===== src/rtl/serial_sub_pkg.sv =====
// Shared types and constants for the bit-serial subtractor.
package serial_sub_pkg;

  localparam int SERIAL_SUB_WIDTH_DEF = 8;

  typedef enum logic [1:0] {
    IDLE = 2'd0,
    RUN  = 2'd1,
    DONE = 2'd2
  } sub_state_t;

endpackage


===== src/rtl/serial_subtractor_cell.sv =====
// One-bit subtraction cells: a half subtractor and the full subtractor
// built from two of them (borrow-out is the OR of both stage borrows).

module half_subtractor (
  input  logic a,
  input  logic b,
  output logic diff,
  output logic bout
);
  assign diff = a ^ b;
  assign bout = ~a & b;
endmodule

module full_subtractor (
  input  logic a,
  input  logic b,
  input  logic bin,
  output logic d,
  output logic bout
);
  logic d0, b0, b1;

  half_subtractor u_hs0 (.a(a),  .b(b),   .diff(d0), .bout(b0));
  half_subtractor u_hs1 (.a(d0), .b(bin), .diff(d),  .bout(b1));

  assign bout = b0 | b1;
endmodule


===== src/rtl/serial_subtractor.sv =====
// Bit-serial unsigned subtractor: diff = a - b, LSB first, one bit per clock.
// Valid/ready on both sides; outputs are registers held until the next result.
// Optional signed-overflow output enabled by defining SERIAL_SUB_OVF_EN.
module serial_subtractor
  import serial_sub_pkg::*;
#(
  parameter int WIDTH = SERIAL_SUB_WIDTH_DEF
) (
  input  logic             clk,
  input  logic             rst_n,
  input  logic             in_valid,
  output logic             in_ready,
  input  logic [WIDTH-1:0] a,
  input  logic [WIDTH-1:0] b,
  output logic             out_valid,
  input  logic             out_ready,
  output logic [WIDTH-1:0] diff,
  output logic             borrow
`ifdef SERIAL_SUB_OVF_EN
  ,
  output logic             overflow
`endif
);

  localparam int CW = $clog2(WIDTH);
  localparam logic [CW-1:0] CNT_LAST = CW'(WIDTH - 1);

  sub_state_t       state_q;
  logic [WIDTH-1:0] a_q, b_q;
  // Holds the WIDTH-1 result bits produced so far; the final bit is
  // merged combinationally on the last RUN edge.
  logic [WIDTH-2:0] work_q;
  logic             br_q;
  logic [CW-1:0]    cnt_q;
  logic [WIDTH-1:0] diff_q;
  logic             borrow_q;
`ifdef SERIAL_SUB_OVF_EN
  logic             a_msb_q, b_msb_q, ovf_q;
`endif

  logic             d_bit, br_d;
  logic [WIDTH-1:0] work_full;
  logic [WIDTH-2:0] work_d;

  full_subtractor u_fs (
    .a   (a_q[0]),
    .b   (b_q[0]),
    .bin (br_q),
    .d   (d_bit),
    .bout(br_d)
  );

  assign work_full = {d_bit, work_q};
  assign work_d    = work_full[WIDTH-1:1];

  // Control FSM plus datapath registers, all in one sequential block.
  always_ff @(posedge clk or negedge rst_n) begin
    if (!rst_n) begin
      state_q  <= IDLE;
      a_q      <= '0;
      b_q      <= '0;
      work_q   <= '0;
      br_q     <= 1'b0;
      cnt_q    <= '0;
      diff_q   <= '0;
      borrow_q <= 1'b0;
`ifdef SERIAL_SUB_OVF_EN
      a_msb_q  <= 1'b0;
      b_msb_q  <= 1'b0;
      ovf_q    <= 1'b0;
`endif
    end else begin
      case (state_q)
        IDLE: begin
          if (in_valid) begin
            a_q     <= a;
            b_q     <= b;
            work_q  <= '0;
            br_q    <= 1'b0;
            cnt_q   <= '0;
`ifdef SERIAL_SUB_OVF_EN
            a_msb_q <= a[WIDTH-1];
            b_msb_q <= b[WIDTH-1];
`endif
            state_q <= RUN;
          end
        end
        RUN: begin
          a_q    <= a_q >> 1;
          b_q    <= b_q >> 1;
          br_q   <= br_d;
          work_q <= work_d;
          if (cnt_q == CNT_LAST) begin
            diff_q   <= work_full;
            borrow_q <= br_d;
`ifdef SERIAL_SUB_OVF_EN
            // Signed overflow: operand signs differ and result sign differs from a.
            ovf_q    <= (a_msb_q != b_msb_q) && (d_bit != a_msb_q);
`endif
            state_q  <= DONE;
          end else begin
            cnt_q <= cnt_q + 1'b1;
          end
        end
        DONE: begin
          if (out_ready) state_q <= IDLE;
        end
        default: state_q <= IDLE;
      endcase
    end
  end

  // Handshake flags come straight from the state register.
  assign in_ready  = (state_q == IDLE);
  assign out_valid = (state_q == DONE);
  assign diff      = diff_q;
  assign borrow    = borrow_q;
`ifdef SERIAL_SUB_OVF_EN
  assign overflow  = ovf_q;
`endif

endmodule


===== config.mk =====
export PLATFORM = sky130hd
export DESIGN_NAME = serial_subtractor
export DESIGN_NICKNAME = d
export VERILOG_FILES = /design/src/rtl/serial_sub_pkg.sv /design/src/rtl/serial_subtractor_cell.sv /design/src/rtl/serial_subtractor.sv
export SDC_FILE = /design/constraint.sdc
export NUM_CORES = 1
export LEC_CHECK = 0
export ABC_AREA = 1
export CAP_MARGIN = 20
export CORE_UTILIZATION = 55
export DETAILED_ROUTE_END_ITERATION = 8
export GPL_ROUTABILITY_DRIVEN = 0
export MAX_ROUTING_LAYER = met4
export PLACE_DENSITY = 0.89
export SKIP_CTS_REPAIR_TIMING = 1
export SKIP_LAST_GASP = 1
export SYNTH_ARGS = -nofsm -noshare
export SYNTH_HDL_FRONTEND = slang
export SYNTH_SLANG_ARGS = --single-unit

===== constraint.sdc =====
create_clock -name clk -period 2.2 [get_ports clk]
set_clock_uncertainty 0.05 [all_clocks]
set_input_delay 0.22 -clock clk [delete_from_list [all_inputs] [get_ports clk]]
set_output_delay 0.22 -clock clk [all_outputs]
set_load 0.05 [all_outputs]

**Word level (Yosys, flattened, before mapping)**

Index checks and enable logic that the tools add are counted.

- Word-level logic and storage cells: 44
- Register bits: 38
- Output and inout bits: 11

- Equality and inequality tests: 7
- $add $sub $neg: 1
- Bitwise gates (word level): 7
- Muxes and demuxes: 15
- Reduce and logical (&&, ||, !) cells: 6

Operators by type and width:

| kind | number |
|---|---|
| 8-bit one-hot mux with 2 select lines | 2 |
| 8-bit 2-to-1 mux | 2 |
| 7-bit one-hot mux with 2 select lines | 1 |
| 7-bit 2-to-1 mux | 1 |
| 2-bit 2-to-1 mux | 3 |
| 3-bit 2-to-1 mux | 2 |
| 2-bit inequality test, second input constant | 3 |
| 2-bit one-hot mux with 3 select lines | 1 |
| 3-bit one-hot mux with 2 select lines | 1 |
| 3-bit AND reduction | 2 |
| 2-bit AND reduction | 2 |
| 3-bit by 1-bit adder with 3-bit output, second input constant | 1 |
| 3-bit equality test, second input constant | 1 |
| 1-bit bitwise AND | 2 |
| 2-bit by 1-bit equality test with 1-bit output, second input constant | 1 |
| 2-bit equality test, second input constant | 1 |
| 2-bit zero test | 1 |
| 2-bit by 1-bit inequality test with 1-bit output, second input constant | 1 |
| 1-bit NOT | 2 |
| 1-bit one-hot mux with 2 select lines | 1 |
| 2-bit nonzero test | 1 |
| 1-bit bitwise XOR | 2 |
| 1-bit 2-to-1 mux | 1 |
| 1-bit bitwise OR | 1 |

**Logic depth before layout (Yosys ltp)**

Gate-level depths: netlist (run 1).

- Word-level depth: 5
- Gate-level depth with buffers: 7

**Modules after synthesis**

Synthesis (run 1) repeated with hierarchy kept, for this count alone.

- Cell total of the unflattened synthesis: 216
- Area, all modules: 1747.9 sq um

Modules (own cells, without submodules):

| module | area each (sq um) | times used | cells each |
|---|---|---|---|
| serial_subtractor | 1696.6 | 1 | 207 |
| half_subtractor | 20.0 | 2 | 3 |
| full_subtractor | 11.3 | 1 | 3 |

**Worst setup path after synthesis (run 1)**

OpenSTA, ideal clock, no wires.

- Path kind: register to register
- Start: reg state_q[0]
- End: reg cnt_q[0]
- Stages on the path, launching flop included: 6
- Data required time: 2030 ps
- Setup slack: 363 ps
- Data arrival time: 1667 ps
- Path buffers: 1
- Cells stage by stage: dfrtp_1 > buf_4 > nor2_1 > nand2_1 > nand3_1 > nand2_1

- Word-level cells in the longest chain between the ends: 3

Ends and longest elaborated chain:

| what | line | text |
|---|---|---|
| start: declaration | serial_subtractor.sv:28 | `sub_state_t state_q;` |
| start signal: assignment | serial_subtractor.sv:59 | `state_q <= IDLE;` |
| start signal: assignment | serial_subtractor.sv:85 | `state_q <= RUN;` |
| start signal: assignment | serial_subtractor.sv:100 | `state_q <= DONE;` |
| 2-bit zero test (*) | -- |  |
| net in_ready | serial_subtractor.sv:12 | `output logic in_ready,` |
| 2-bit inequality test (no source line) or 2-bit nonzero test (tied branches) | -- |  |
| 3-bit AND reduction (no source line) | -- |  |
| end signal: assignment | serial_subtractor.sv:102 | `cnt_q <= cnt_q + 1'b1;` |
| end: declaration | serial_subtractor.sv:34 | `logic [CW-1:0] cnt_q;` |

Mark *: on every way through the listed nets, which the timed path passes. The rest lies on a longest branch.
A chain may end at the register's enable or synchronous reset.

**Worst setup path in the final report (run 1)**

- Start: reg state_q[0]
- End: out in_ready

- Word-level cells in the longest chain between the ends: 1

Ends and longest elaborated chain:

| what | line | text |
|---|---|---|
| 2-bit zero test | serial_subtractor.sv:114 | `assign in_ready = (state_q == IDLE);` |
| end: declaration | serial_subtractor.sv:12 |  |

No other way between the ends.

==> results.tsv, run 1 <==
metric	value	unit
outcome	finished with violations	
failing checks	design-rule violations	
nature of the critical path endpoint	output port	
RSZ-0062 raised after global routing	no	
worst r2r src	state_q[1]	
Pint	1700	uW
CTS H-tree depth	2	
most numerous cell in the Yosys netlist	nand2_1	
Yosys warnings	0	
num rows	19	
combinational share of power	45.1	%
Reg clk slew, reported paths	0.12	ns
Final Hold Vio Count	0	
Antenna Cells	0	
worst hold path type	input port to asynchronous set/reset pin	
fin crit period	1.86	ns
Place WS	0.610	ns
Initial Utilization	60.3	%
Peak VDD IR	0.811	mV
Core ar.	2850	um^2
Die W	57.9	um
vias	1421	
Synth-to-Final Area Change	22.1	%
Clock Path Buffers	2	
crit path from	state_q[0]	
hold_ws	0.226	ns
Mapped Area	1720	um^2
CP Capture Point	in_ready	
Tcrit/Tclk final	84.8	%
RR Endpoint	cnt_q[1]	
CTS root buf	clkbuf_4	
DIE AREA	3360	um^2
final slew viol count	0	
share of cells above drive strength 1	7.88	%
Skew-Pair Late Insertion Delay	0.35	ns
antenna violations before repair	0	
Vias/cell	5.22	
DR iter-0 viols	78	
share of the synthesized area in the top cell type	55.3	%
Clock power frac	15.6	%
Most used DFF post-synth	dfrtp_1	
Syn Inst Count	209	
max_slew headroom	67.0	%
Avg Cell Area, Syn	8.23	um^2
# clock sinks	38	
Max Cap Viol	0	
GRT Total Usage	23.1	%
register area share after synthesis	55.3	%
Seq pwr share	39.3	%
Die Y	57.9	um
fin util	73.6	%
IO Port Bufs	30	
largest net degree at the start of global routing	39	
critical path data arrival time	1.59	ns
Critical Path Source Type	flop	
R2R depth	5	
I/O pin count	31	
drt first pass iters	6	
Routed WL per cell	11.9	um
total wire length	3230	um
synth top area cells	dfrtp_1 (55%), nand2_1 (22%), nand3_1 (5.8%)	
dpl hpwl	2190	um
switching share of total power	43.8	%
Tightest Pin Transition	0.493	ns
largest area contributor in the netlist	dfrtp_1	
Fin Setup TNS	0	ns
Yosys reg bits	38	
Post-Syn Nets	232	
number of global-route vias before repair	1310	
total gr overflow	0	
CTS buffer count	5	
fmax	0.536	GHz
Synth cell types	16	
synth cell count leaders	nand2_1 (101), dfrtp_1 (38), nand3_1 (20)	
DRC viols	4	
Crit Path Max Fanout	12	
Post-synth EDFFs	0	
Net Sw Power	1320	uW
R2R Setup Slk	0.64	ns
PwrDens	1440	nW/um^2
kind of critical path	flop to output port	
# nets final	263	
first-pass GRT wire length	5480	um
async set or reset register ratio after synthesis	100	%
Leakage	0.00108	uW
DRT antenna net count	0	
Final setup viols	0	
CTS tree	yes	
post-route setup slack	0.335	ns
WP data required	1.93	ns
==> sequential cells by signal, summed over array words and instances, names as in the netlist <==
name	cells
br_q	1
borrow	1
state_q	2
a_q	8
diff	8
work_q	7
b_q	8
cnt_q	3
==> worst min-delay path by stage <==
stage | slack [ns] | startpoint | cells past startpoint | endpoint
global placement | 0.41 | a_q[7] | 2 | a_q[7]
floorplan | -0.13 | rst_n | 0 | a_q[0]
detailed placement | 0.41 | b_q[7] | 2 | b_q[7]
global route | 0.24 | rst_n | 2 | work_q[1]
CTS | 0.22 | rst_n | 2 | work_q[1]
finish | 0.23 | rst_n | 2 | diff[3]
==> cell families after synthesis <==
logic type	after synthesis	synth area share, %
adders and majority gates	3	2.62
DFF	38	55.3
AOI/OAI and AO/OA	18	6.04
buffers and inverters	23	6.47
and+or+nand+nor	127	29.6
==> layout make-up <==
type	count	area, um^2
clock inverter	3	45.0
sequential	38	951
inverter	14	52.6
tap	31	38.8
multi-input combinational	148	658
timing repair buffer	33	318
clock buffer	5	37.5
fill	233	752
==> through the flow <==
| stage | instance area [um^2] | total power, uW | instances |
|---|---|---|---|
| after floorplan | 1720 | 2200 | 209 |
| after global placement | 2020 | 2510 | 264 |
| after detailed placement | 2020 | 2570 | 264 |
| after CTS | 2100 | 3060 | 272 |
| after global routing | 2100 | 3270 | 272 |
| final | 2100 | 3030 | 272 |
==> cells in the final DEF (no fill, tap or decap) <==
master / Yosys / routed
buf_4: 3 / 5
bufinv_16: 0 / 1
clkbuf_4: 0 / 5
clkdlybuf4s50_1: 0 / 28
clkinvlp_4: 0 / 2
dfrtp_1: 38 / 38
fa_1: 1 / 1
ha_1: 2 / 2
inv_1: 12 / 12
inv_2: 2 / 2
nand2_1: 101 / 101
nand2_2: 2 / 2
nand3_1: 20 / 20
nor2_1: 3 / 3
nor2_2: 1 / 1
o21ai_0: 16 / 16
o21ai_4: 1 / 1
o31ai_1: 1 / 1
==> power by group through the flow <==
stage	Sequential [uW]	Combinational [uW]	Clock, uW
after global placement	1190	1320	0
after global routing	1220	1530	525
final	1190	1370	471
after floorplan	1360	839	0
after CTS	1190	1380	488
after detailed placement	1200	1370	0
==> critical path, stage by stage (launching register included) <==
cell and delay [ns]:
dfrtp_1 0.56, buf_4 0.25, nor2_1 0.20, buf_4 0.24
==> per-layer routing <==
| layer | wire, um | global-route usage (%) | vias up |
|---|---|---|---|
| li1 | - | - | 713 |
| met1 | 1410 | 29.5 | 658 |
| met2 | 1590 | 33.2 | 44 |
| met3 | 160 | 8.71 | 6 |
| met4 | 61 | 9.52 | 0 |
| met5 | 0 | - | - |
(Power assumes the default switching activity.)
==> inputs of run 2 (changes only) <==
--- a/config.mk
+++ b/config.mk
@@ -7,11 +7,11 @@
 export LEC_CHECK = 0
 export ABC_AREA = 1
 export CAP_MARGIN = 20
-export CORE_UTILIZATION = 55
+export CORE_UTILIZATION = 51
 export DETAILED_ROUTE_END_ITERATION = 8
 export GPL_ROUTABILITY_DRIVEN = 0
 export MAX_ROUTING_LAYER = met4
-export PLACE_DENSITY = 0.89
+export PLACE_DENSITY = 0.84
 export SKIP_CTS_REPAIR_TIMING = 1
 export SKIP_LAST_GASP = 1
 export SYNTH_ARGS = -nofsm -noshare
==> constraint.sdc (replaced) <==
create_clock -name clk -period 1.84 [get_ports clk]
set_clock_uncertainty 0.05 [all_clocks]
set_input_delay 0.184 -clock clk [delete_from_list [all_inputs] [get_ports clk]]
set_output_delay 0.184 -clock clk [all_outputs]
set_load 0.05 [all_outputs]
==> results.tsv, run 2 (synthesized netlist as in run 1, its figures left out) <==
metric	value	unit
Tcrit/Tclk final	94.8	%
commonest non-fill, non-tap cell in the layout	nand2_1	
Skew-Pair Late Insertion Delay	0.34	ns
Seq pwr share	38.1	%
DRC viols	0	
Routed WL per cell	11.6	um
fin crit period	1.74	ns
Max Cap Viol	0	
CP Cell Sequence	clkdlybuf4s50_1	
Critical Path Source Type	flop	
Crit Path Max Fanout	2	
antenna violations before repair	0	
number of buffers and inverters on the critical path	1	
IO Port Bufs	30	
critical path data arrival time	1.51	ns
Peak VDD IR	0.892	mV
PwrDens	1710	nW/um^2
Worst path max stage delay	0.80	ns
switching share of total power	43.6	%
total wire length	3340	um
Die Y	60.1	um
Fin Setup TNS	0	ns
DRT antenna net count	0	
crit path max-delay cell type	clkdlybuf4s50_1	
number of global-route vias before repair	1364	
# nets final	266	
worst r2r src	state_q[1]	
fmax	0.573	GHz
fillers	258	
dpl hpwl	2290	um
largest net degree at the start of global routing	39	
Vias/cell	4.96	
crit path from	diff[5]	
WP data required	1.61	ns
Clock Path Buffers	2	
DR iter-0 viols	59	
RSZ-0062 raised after global routing	no	
Die W	60.1	um
Tightest Pin Transition	0.496	ns
I/O pin count	31	
total gr overflow	0	
worst hold path type	input port to asynchronous set/reset pin	
Final Hold Vio Count	0	
Antenna Cells	0	
max_slew headroom	66.8	%
outcome	completed	
CTS buffer count	5	
R2R depth	5	
combinational share of power	46.6	%
vias	1428	
placed cell count	279	
# clock sinks	38	
kind of critical path	flop to output port	
CTS root buf	clkbuf_4	
Initial Utilization	55.0	%
final slew viol count	0	
Core ar.	3130	um^2
nature of the critical path endpoint	output port	
Pint	2080	uW
first-pass GRT wire length	5780	um
crit-path leading delay family	buffers and inverters	
Clock power frac	15.3	%
GRT Total Usage	22.6	%
CTS tree	yes	
Leakage	0.00110	uW
most frequent cells in the layout	nand2_1 (101), dfrtp_1 (38), clkdlybuf4s50_1 (27)	
Non-Filler Instances	288	
Reg clk slew, reported paths	0.12	ns
Net Sw Power	1610	uW
Synth-to-Final Area Change	25.7	%
DIE AREA	3610	um^2
Final setup viols	0	
share of cells above drive strength 1	9.02	%
WP depth	1	
drt first pass iters	4	
CTS H-tree depth	2	
num rows	20	
-- run 2: final cells by class --
| type | count | area, um^2 | area share [%] |
|---|---|---|---|
| multi-input combinational | 148 | 658 | 30.4 |
| timing repair buffer | 36 | 363 | 16.8 |
| tap | 44 | 55.1 | 2.55 |
| clock inverter | 3 | 45.0 | 2.08 |
| sequential | 38 | 951 | 44.0 |
| clock buffer | 5 | 37.5 | 1.74 |
| inverter | 14 | 52.6 | 2.43 |
-- run 2: final timing paths --
check,to,slack [ns]
worst max-delay path,diff[5],0.1
worst min-delay path,diff[1],0.35
worst max register to register,cnt_q[2],0.41
worst min register to register,b_q[0],0.44
max in group asynchronous,b_q[5],1.07
min in group clk,b_q[7],0.36
-- run 2: through the flow --
step	hold slack [ns]	setup slack (ns)	util, %	cell area [um^2]	total power, uW
final	0.346	0.0952	69.1	2160	3690
after detailed placement	0.209	0.445	66.2	2070	3140
after floorplan	-0.162	0.00320	-	1720	2630
after CTS	-0.173	0.0880	68.8	2150	3710
after global placement	0.204	0.479	66.2	2070	3050
after global routing	0.381	0.0280	69.1	2160	3970
-- run 2: worst min-delay path: stages --
cell	delay [ns]
dlygate4sd3_1	0.52
buf_2	0.09
buf_4	0.39
-- run 2: layer usage --
metal  GRT usage (%)  wire (um)  vias up
li1                -          -      718
met1            26.9       1530      671
met2            37.5       1640       29
met3            3.90         93       10
met4            9.97         74        0
met5               -          0        -
-- run 2: power by group through the flow --
stage	Combinational (uW)	Sequential [uW]	Clock, uW
2_1_floorplan	1000	1630	0
3_3_place_gp	1660	1390	0
3_5_place_dp	1720	1420	0
4_1_cts	1730	1400	576
5_1_grt	1920	1440	610
6_report	1720	1400	565
==> inputs of run 3 (changes only) <==
--- a/config.mk
+++ b/config.mk
@@ -7,13 +7,12 @@
 export LEC_CHECK = 0
 export ABC_AREA = 1
 export CAP_MARGIN = 20
-export CORE_UTILIZATION = 51
+export CORE_UTILIZATION = 55
 export DETAILED_ROUTE_END_ITERATION = 8
 export GPL_ROUTABILITY_DRIVEN = 0
 export MAX_ROUTING_LAYER = met4
-export PLACE_DENSITY = 0.84
+export PLACE_DENSITY = 0.89
 export SKIP_CTS_REPAIR_TIMING = 1
-export SKIP_LAST_GASP = 1
 export SYNTH_ARGS = -nofsm -noshare
 export SYNTH_HDL_FRONTEND = slang
 export SYNTH_SLANG_ARGS = --single-unit
==> constraint.sdc (replaced) <==
create_clock -name clk -period 2.1 [get_ports clk]
set_clock_uncertainty 0.05 [all_clocks]
set_input_delay 0.21 -clock clk [delete_from_list [all_inputs] [get_ports clk]]
set_output_delay 0.21 -clock clk [all_outputs]
set_load 0.05 [all_outputs]
==> results.tsv, run 3 (synthesized netlist as in run 1, its figures left out) <==
metric	value	unit
outcome	finished with violations	
failing checks	design-rule violations	
combinational share of power	45.9	%
IO Port Bufs	30	
first-pass GRT wire length	6070	um
Reg clk slew, reported paths	0.11	ns
Critical Path Source Type	flop	
Place WS	0.512	ns
Initial Utilization	60.3	%
worst r2r src	state_q[1]	
crit path from	diff[0]	
final slew viol count	0	
share of cells above drive strength 1	8.26	%
crit path max-delay cell type	clkdlybuf4s50_1	
Max Cap Viol	0	
CTS tree	yes	
# clock sinks	38	
Routed WL per cell	12.4	um
DIE AREA	3360	um^2
critical path data arrival time	1.54	ns
GRT Total Usage	25.3	%
Clock power frac	15.7	%
nature of the critical path endpoint	output port	
post-route design area	2120	um^2
hold_ws	0.201	ns
CTS H-tree depth	2	
Antenna Cells	0	
vias	1419	
number of global-route vias before repair	1361	
PwrDens	1530	nW/um^2
total gr overflow	0	
Fin Setup TNS	0	ns
dpl hpwl	2270	um
Crit Path Max Fanout	2	
CTS root buf	clkbuf_4	
met2 usage	37.1	%
fmax	0.556	GHz
Peak VDD IR	0.842	mV
Die Y	57.9	um
placed cell area	2040	um^2
Final setup viols	0	
Leakage	0.00109	uW
Skew-Pair Late Insertion Delay	0.36	ns
Final Hold Vio Count	0	
switching share of total power	44.2	%
DRC viols	4	
R2R depth	5	
RR Endpoint	cnt_q[0]	
antenna violations before repair	0	
num rows	19	
total wire length	3400	um
number of buffers and inverters on the critical path	1	
post-route setup slack	0.301	ns
fin crit period	1.80	ns
worst hold path type	input port to asynchronous set/reset pin	
Seq pwr share	38.4	%
most frequent cells in the layout	nand2_1 (101), dfrtp_1 (38), clkdlybuf4s50_1 (28)	
Synth-to-Final Area Change	23.3	%
RSZ-0062 raised after global routing	no	
Worst path max stage delay	0.80	ns
Tightest Pin Transition	0.493	ns
fillers	213	
crit-path leading delay family	buffers and inverters	
commonest non-fill, non-tap cell in the layout	nand2_1	
CP Cell Sequence	clkdlybuf4s50_1	
largest net degree at the start of global routing	39	
DR iter-0 viols	102	
kind of critical path	flop to output port	
GR Layer Usage met3	7.37	%
R2R Setup Slk	0.47	ns
gr busiest metal	met2	
met1 GRT Util	33.4	%
placed cell count	265	
WP data required	1.84	ns
CTS buffer count	5	
I/O pin count	31	
max_slew headroom	67.0	%
Core ar.	2850	um^2
DRT antenna net count	0	
# nets final	264	
Clock Path Buffers	2	
Pint	1810	uW
Tcrit/Tclk final	85.6	%
Net Sw Power	1440	uW
Non-Filler Instances	273	
drt first pass iters	6	
Die W	57.9	um
Vias/cell	5.20	
-- run 3: cell count changes in the layout (fill, tap and decap cells not counted) --
cell / before / now
buf_12: 2 / 1
clkdlybuf4s50_1: 27 / 28
buf_2: 1 / 0
dlygate4sd3_1: 1 / 0
-- run 3: per-layer routing --
layer | share of wire, % | wire length (um)
met5 | 0 | 0
met4 | 1.9 | 65
met3 | 4.7 | 160
met2 | 48 | 1630
met1 | 45 | 1540
-- run 3: per-stage QoR --
step / total power [uW] / utilization, %
floorplan: 2310 / -
global placement: 2670 / 71.4
detailed placement: 2740 / 71.4
CTS: 3260 / 74.3
global route: 3520 / 74.3
finish: 3250 / 74.3
-- run 3: final cells by class --
| type | instances | area (um^2) | area share (%) |
|---|---|---|---|
| clock buffers | 5 | 37.5 | 1.77 |
| clock inverters | 3 | 45.0 | 2.12 |
| inverters | 14 | 52.6 | 2.48 |
| multi-input cells | 148 | 658 | 31.0 |
| flip-flops and latches | 38 | 951 | 44.8 |
| well taps | 31 | 38.8 | 1.83 |
| repair buffers | 34 | 338 | 15.9 |
-- run 3: worst reg2reg max path, cell delays in order (launching register included) --
cell	delay, ns
dfrtp_1	0.43
inv_2	0.28
nand2_2	0.34
nor2_1	0.31
nand2_1	0.09
nand2_1	0.08
-- run 3: worst max path at each step --
stage	depth (start not counted)	end	slack (ns)
after floorplan	5	cnt_q[0]	0.26
final	1	diff[0]	0.30
after CTS	1	diff[7]	0.29
after global placement	5	cnt_q[1]	0.57
after global routing	1	diff[0]	0.25
after detailed placement	5	cnt_q[2]	0.51
-- run 3: power by group through the flow --
stage	Combinational, uW	Clock, uW	Sequential (uW)
finish	1490	509	1250
global route	1690	544	1280
CTS	1500	518	1250
floorplan	879	0	1430
detailed placement	1480	0	1260
global placement	1430	0	1240
